**src/rtl/norm_shift_pipe.sv**
```systemverilog
// Pipelined mantissa normaliser: one binary-search shift stage per shamt bit, largest first.
// Elastic valid/ready pipeline with bubble collapse, sync flush and sideband tag pass-through.
module norm_shift_pipe #(
  parameter  int unsigned WIDTH = 24,
  parameter  int unsigned TAGW  = 8,
  localparam int unsigned SHW   = $clog2(WIDTH)
) (
  input  logic             clk,
  input  logic             clrn,
  input  logic             flush,
  input  logic             in_valid,
  output logic             in_ready,
  input  logic [WIDTH-1:0] a,
  input  logic             even_mode,
  input  logic [TAGW-1:0]  tag_in,
  output logic             out_valid,
  input  logic             out_ready,
  output logic [WIDTH-1:0] b,
  output logic [SHW-1:0]   shamt,
  output logic             zero,
  output logic [TAGW-1:0]  tag_out
);

  logic [SHW-1:0]   stg_vld;
  logic [WIDTH-1:0] stg_dat [SHW];
  logic [SHW-1:0]   stg_sha [SHW];
  logic [SHW-1:0]   stg_zro;
  logic [TAGW-1:0]  stg_tag [SHW];
  logic [SHW-2:0]   stg_evn;
  logic [SHW-1:0]   rdy;
  logic             in_fire;

  // A stage can take new data unless it and every stage downstream of it is full and the consumer stalls.
  for (genvar p = 0; p < SHW; p++) begin : g_rdy
    assign rdy[p] = out_ready | ~(&stg_vld[SHW-1:p]);
  end

  assign in_ready = rdy[0] & ~flush;
  assign in_fire  = in_valid & in_ready;

  for (genvar p = 0; p < SHW; p++) begin : g_stage
    localparam int unsigned K  = SHW - 1 - p;
    localparam int unsigned SH = 2 ** K;

    logic             s_vld;
    logic [WIDTH-1:0] s_dat;
    logic [SHW-1:0]   s_sha;
    logic             s_zro;
    logic             s_evn;
    logic [TAGW-1:0]  s_tag;

    logic             vld_q, vld_d;
    logic [WIDTH-1:0] dat_q, dat_d;
    logic [SHW-1:0]   sha_q, sha_d;
    logic             zro_q;
    logic [TAGW-1:0]  tag_q;
    logic             ld;
    logic             do_shift;

    if (p == 0) begin : g_src_in
      assign s_vld = in_fire;
      assign s_dat = a;
      assign s_sha = '0;
      assign s_zro = (a == '0);
      assign s_evn = even_mode;
      assign s_tag = tag_in;
    end else begin : g_src_prev
      assign s_vld = stg_vld[p-1];
      assign s_dat = stg_dat[p-1];
      assign s_sha = stg_sha[p-1];
      assign s_zro = stg_zro[p-1];
      assign s_evn = stg_evn[p-1];
      assign s_tag = stg_tag[p-1];
    end

    assign ld = rdy[p] & s_vld;

    // Shift by 2^K when the top 2^K bits are clear; the 1-bit stage is skipped on the even (sqrt) path.
    always_comb begin
      vld_d    = vld_q;
      dat_d    = dat_q;
      sha_d    = sha_q;
      do_shift = (s_dat[WIDTH-1 -: SH] == '0);
      if (K == 0 && s_evn) do_shift = 1'b0;
      if (flush)       vld_d = 1'b0;
      else if (rdy[p]) vld_d = s_vld;
      if (ld) begin
        dat_d = do_shift ? (s_dat << SH) : s_dat;
        sha_d = s_sha | (do_shift ? SHW'(SH) : '0);
      end
    end

    always_ff @(posedge clk or negedge clrn) begin
      if (!clrn) begin
        vld_q <= 1'b0;
        dat_q <= '0;
        sha_q <= '0;
        zro_q <= 1'b0;
        tag_q <= '0;
      end else begin
        vld_q <= vld_d;
        dat_q <= dat_d;
        sha_q <= sha_d;
        if (ld) begin
          zro_q <= s_zro;
          tag_q <= s_tag;
        end
      end
    end

    // The mode bit is only consumed by the final 1-bit stage, so the last stage does not keep it.
    if (p < SHW - 1) begin : g_evn
      logic evn_q;
      always_ff @(posedge clk or negedge clrn) begin
        if (!clrn)   evn_q <= 1'b0;
        else if (ld) evn_q <= s_evn;
      end
      assign stg_evn[p] = evn_q;
    end

    assign stg_vld[p] = vld_q;
    assign stg_dat[p] = dat_q;
    assign stg_sha[p] = sha_q;
    assign stg_zro[p] = zro_q;
    assign stg_tag[p] = tag_q;
  end

  assign out_valid = stg_vld[SHW-1];
  assign b         = stg_dat[SHW-1];
  assign shamt     = stg_sha[SHW-1];
  assign zero      = stg_zro[SHW-1];
  assign tag_out   = stg_tag[SHW-1];

endmodule

```
**config.mk**
```make
export PLATFORM = sky130hd
export DESIGN_NAME = norm_shift_pipe
export DESIGN_NICKNAME = d
export VERILOG_FILES = /design/src/rtl/norm_shift_pipe.sv
export SDC_FILE = /design/constraint.sdc
export NUM_CORES = 1
export LEC_CHECK = 0
export ABC_CLOCK_PERIOD_IN_PS = 1600
export BUFFER_PORTS_ARGS = -buffer_cell sky130_fd_sc_hd__buf_2
export CORE_MARGIN = 2
export CORE_UTILIZATION = 40
export CTS_BUF_LIST = sky130_fd_sc_hd__clkbuf_4 sky130_fd_sc_hd__clkbuf_8
export DETAILED_ROUTE_END_ITERATION = 8
export PLACE_DENSITY = 0.65
export SLEW_MARGIN = 10
export SYNTH_ARGS = -nofsm -noshare
export SYNTH_HDL_FRONTEND = slang
export SYNTH_SLANG_ARGS = --single-unit
```
**constraint.sdc**
```tcl
create_clock -name clk -period 1.6 [get_ports clk]
set_clock_uncertainty 0.15 [all_clocks]
set_input_delay 0.08 -clock clk [delete_from_list [all_inputs] [get_ports clk]]
set_output_delay 0.08 -clock clk [all_outputs]
set_load 0.05 [all_outputs]
```
==> results.md <==
* Proportion of layout cells with a drive suffix above 1 at 0.366
* Slowest cell delay on critical path at 400 ps
* Clock network fraction of design power at 0.246
* Post-Layout Cell Count at 1,241
* Initial Util at 0.406
* Share of the synthesized area in the top cell type at 0.601
* Distinct cells, synth at 31
* Worst hold path class: primary input to flip-flop
* Post-synth net total at 802
* Port-buffer cells at 77
* # diodes at 0
* CP endpoint kind: flip-flop
* Antenna violations before repair at 0
* Reg2Reg Setup Slack at -400 ps
* Crit path buf inv count at 4
* Critical Path Start Type: flip-flop
* Dpl cells at 1,103
* Die height at 144 um
* Most common cell in the netlist: nand2_1
* Final Setup Violations at 113
* Clock root buffer: clkbuf_8
* Hold path cells at 4
* Place WS at -120 ps
* Routability Congestion at 0.804
* Switch Pwr at 4800 uW
* Io pins at 78
* Critical path arrival at 2260 ps
* CTS sink count at 189
* RSZ-0062 raised after global routing: yes
* Wirelength per Cell at 18.1 um
* Switching Share at 0.351
* Synth warn at 0
* Area growth, synth to finish at 45.3%
* P_leak at 0.00550 uW
* Fin. max-slew vios at 0
* GR Util All Layers at 0.188
* Area leader, netlist: dfrtp_1
* Hold EP: g_stage[0].tag_q[7]
* Cell Area, Synth at 7870 um^2
* Combinational Power Share at 0.274
* Commonest cells in the netlist: 247 x nand2_1, 189 x dfrtp_1, 81 x o21ai_0
* Final TNS setup at -20,200 ps
* Core area at 19,400 um^2
* Largest cells by area after synthesis: dfrtp_1 60%, nand2_1 12%, mux2i_1 8.4%
* #FFs+latches synth at 189
* Skew-Pair Late Insertion Delay at 480 ps
* Fin area at 11,400 um^2
* Fin crit share at 1.25
* Deepest clock path buffer count at 2
* Cell row count at 51
* Post-route ant nets at 0
* Placed Instance Area at 9030 um^2
* First DRT Iteration DRCs at 392
* CTS tree: built
* Seq pwr share at 0.480
* Hold path startpoint: tag_in[7]
* Via count at 6,323
* DRT Wirelength at 22,400 um
* Die ar. at 20,800 um^2
* GRT Residual Overflow at 0
* Via density at 5.10
* Synth Area per Inst at 10.3 um^2
* Setup CP Type: flip-flop to flip-flop
* Final hold vios at 0
* Synth Flop Type: dfrtp_1
* Post-synth EDFFs at 0
* CTS clk-pin slew, worst paths at 100 ps
* Ys async rst share at 1.00
* CP Cell Sequence: and4b_2, buf_6, buf_4, a311oi_4, buf_6, bufbuf_16, nand2_1, nand2_1
* Post-layout min period at 2000 ps
* First-pass GRT wire length at 30,200 um
* CP max stage cell: dfrtp_1
* Status: finished, violations left
* Crit-path max FO at 4
* Reg-to-Reg Start: g_stage[3].vld_q
* CP delay by family, top: buffers and inverters
* PD cells at 1190 nW/um^2
* Register area share after synthesis at 0.601
* Setup ws final at -400 ps
* TritonCTS buffer count at 17
* Failing checks: negative setup slack
* VDD IR-drop max at 0.672 mV
* Final net count at 1,001
* P_int at 8870 uW
* FF-to-FF path depth at 8
* Overall power at 13,700 uW
* Fmax at 500 MHz
* DP HPWL at 11,200 um
* H-tree depth at 4
* Remaining DRCs at 0
* Mapped Cells at 764
* R2R Path End: g_stage[0].tag_q[6]
* Vias in the first global route at 5,836
* First-pass DRT Iterations at 5
* Largest net degree at the start of global routing at 70
* Slew @ Worst Pin at 380 ps
* Max-Cap Viols at 0
* CP required at 1860 ps
* Chip Width at 144 um
* Slew headroom at 0.746
[final cells by class]
cell class	instances	area, um^2
repair buffers	226	2480
well taps	265	332
clock inverters	15	186
multi-input cells	524	3450
clock buffers	17	234
fillers	1570	7960
inverters	5	21.3
flip-flops and latches	189	4730
[metrics by stage]
stage / hold WS [ps] / util
after floorplan: -366 / -
after global placement: -160 / 0.465
after detailed placement: -157 / 0.465
after CTS: 163 / 0.544
after global routing: 183 / 0.590
final: 192 / 0.590
[cells in the final DEF, fill, tap and decap left out, types with 5 or more instances in the layout]
master,n
nand2_1,192
dfrtp_1,186
buf_2,75
mux2i_1,59
o21ai_1,46
buf_4,40
nand2_2,38
dlygate4sd3_1,38
o21ai_0,30
o21ai_2,25
buf_12,23
a21oi_1,21
buf_6,20
mux2_4,18
clkbuf_8,17
clkbuf_16,16
nand2_4,15
nor2_1,12
a31oi_1,9
buf_16,9
a22o_1,8
mux2i_2,7
mux2_2,5
or4_1,5
a21oi_2,5
[worst register-to-register path: cells and delay by family, from the launching register on]
kind / cells / cell delay [ps]
buffers and inverters: 4 / 650
AND/OR/NAND/NOR: 3 / 440
flip-flops: 1 / 400
AO/OA/AOI/OAI: 1 / 290
[worst max path at each step]
stage | cells past startpoint | start | slack, ps | endpoint
5_1_grt | 8 | g_stage[3].vld_q | -430 | g_stage[0].tag_q[6]
2_1_floorplan | 7 | out_valid | -250 | g_stage[0].zro_q
3_5_place_dp | 5 | g_stage[3].vld_q | -120 | g_stage[0].dat_q[3]
6_report | 8 | g_stage[3].vld_q | -400 | g_stage[0].tag_q[6]
3_3_place_gp | 5 | g_stage[3].vld_q | -80 | g_stage[0].dat_q[0]
4_1_cts | 5 | out_valid | -330 | in_ready
[layer usage]
layer | up-vias | share of wire | GRT usage
li1 | 3005 | - | -
met1 | 3142 | 0.43 | 0.257
met2 | 152 | 0.52 | 0.298
met3 | 24 | 0.033 | 0.0377
met4 | 0 | 0.013 | 0.0654
met5 | - | 0 | 0
[logic make-up (layout without fill, tap and decap cells)]
kind of cell | Yosys count | in the layout | share of synthesized area
compound gates | 152 | 152 | 0.108
buf+inv | 51 | 263 | 0.0315
flops | 189 | 189 | 0.601
mux | 89 | 89 | 0.117
simple gates | 283 | 283 | 0.143
[power by group through the flow]
stage	sequential [uW]	combinational (uW)	clock, uW
6_report	6550	3750	3360
5_1_grt	6670	4080	3600
4_1_cts	6440	3340	3400
3_5_place_dp	6520	3060	0
3_3_place_gp	6490	3000	0
2_1_floorplan	7090	1450	0
[registers in the layout (all words and copies together), names as in the netlist, 5 cells and up]
signal         flops
g_stage.sha_q     10
b                 24
g_stage.tag_q     32
tag_out            8
g_stage.dat_q     96
shamt              5
[what timing repair did]
action / 4_1_cts / 5_1_grt
cloned: 14 / 23
hold buffers: 38 / 0
pin swaps: 20 / 45
endpoints found under the setup margin: 56 / 187
hold endpoints to repair: 229 / 0
resized for setup: 73 / 138
buffers inserted: 20 / 18
(Power assumes the default switching activity.)
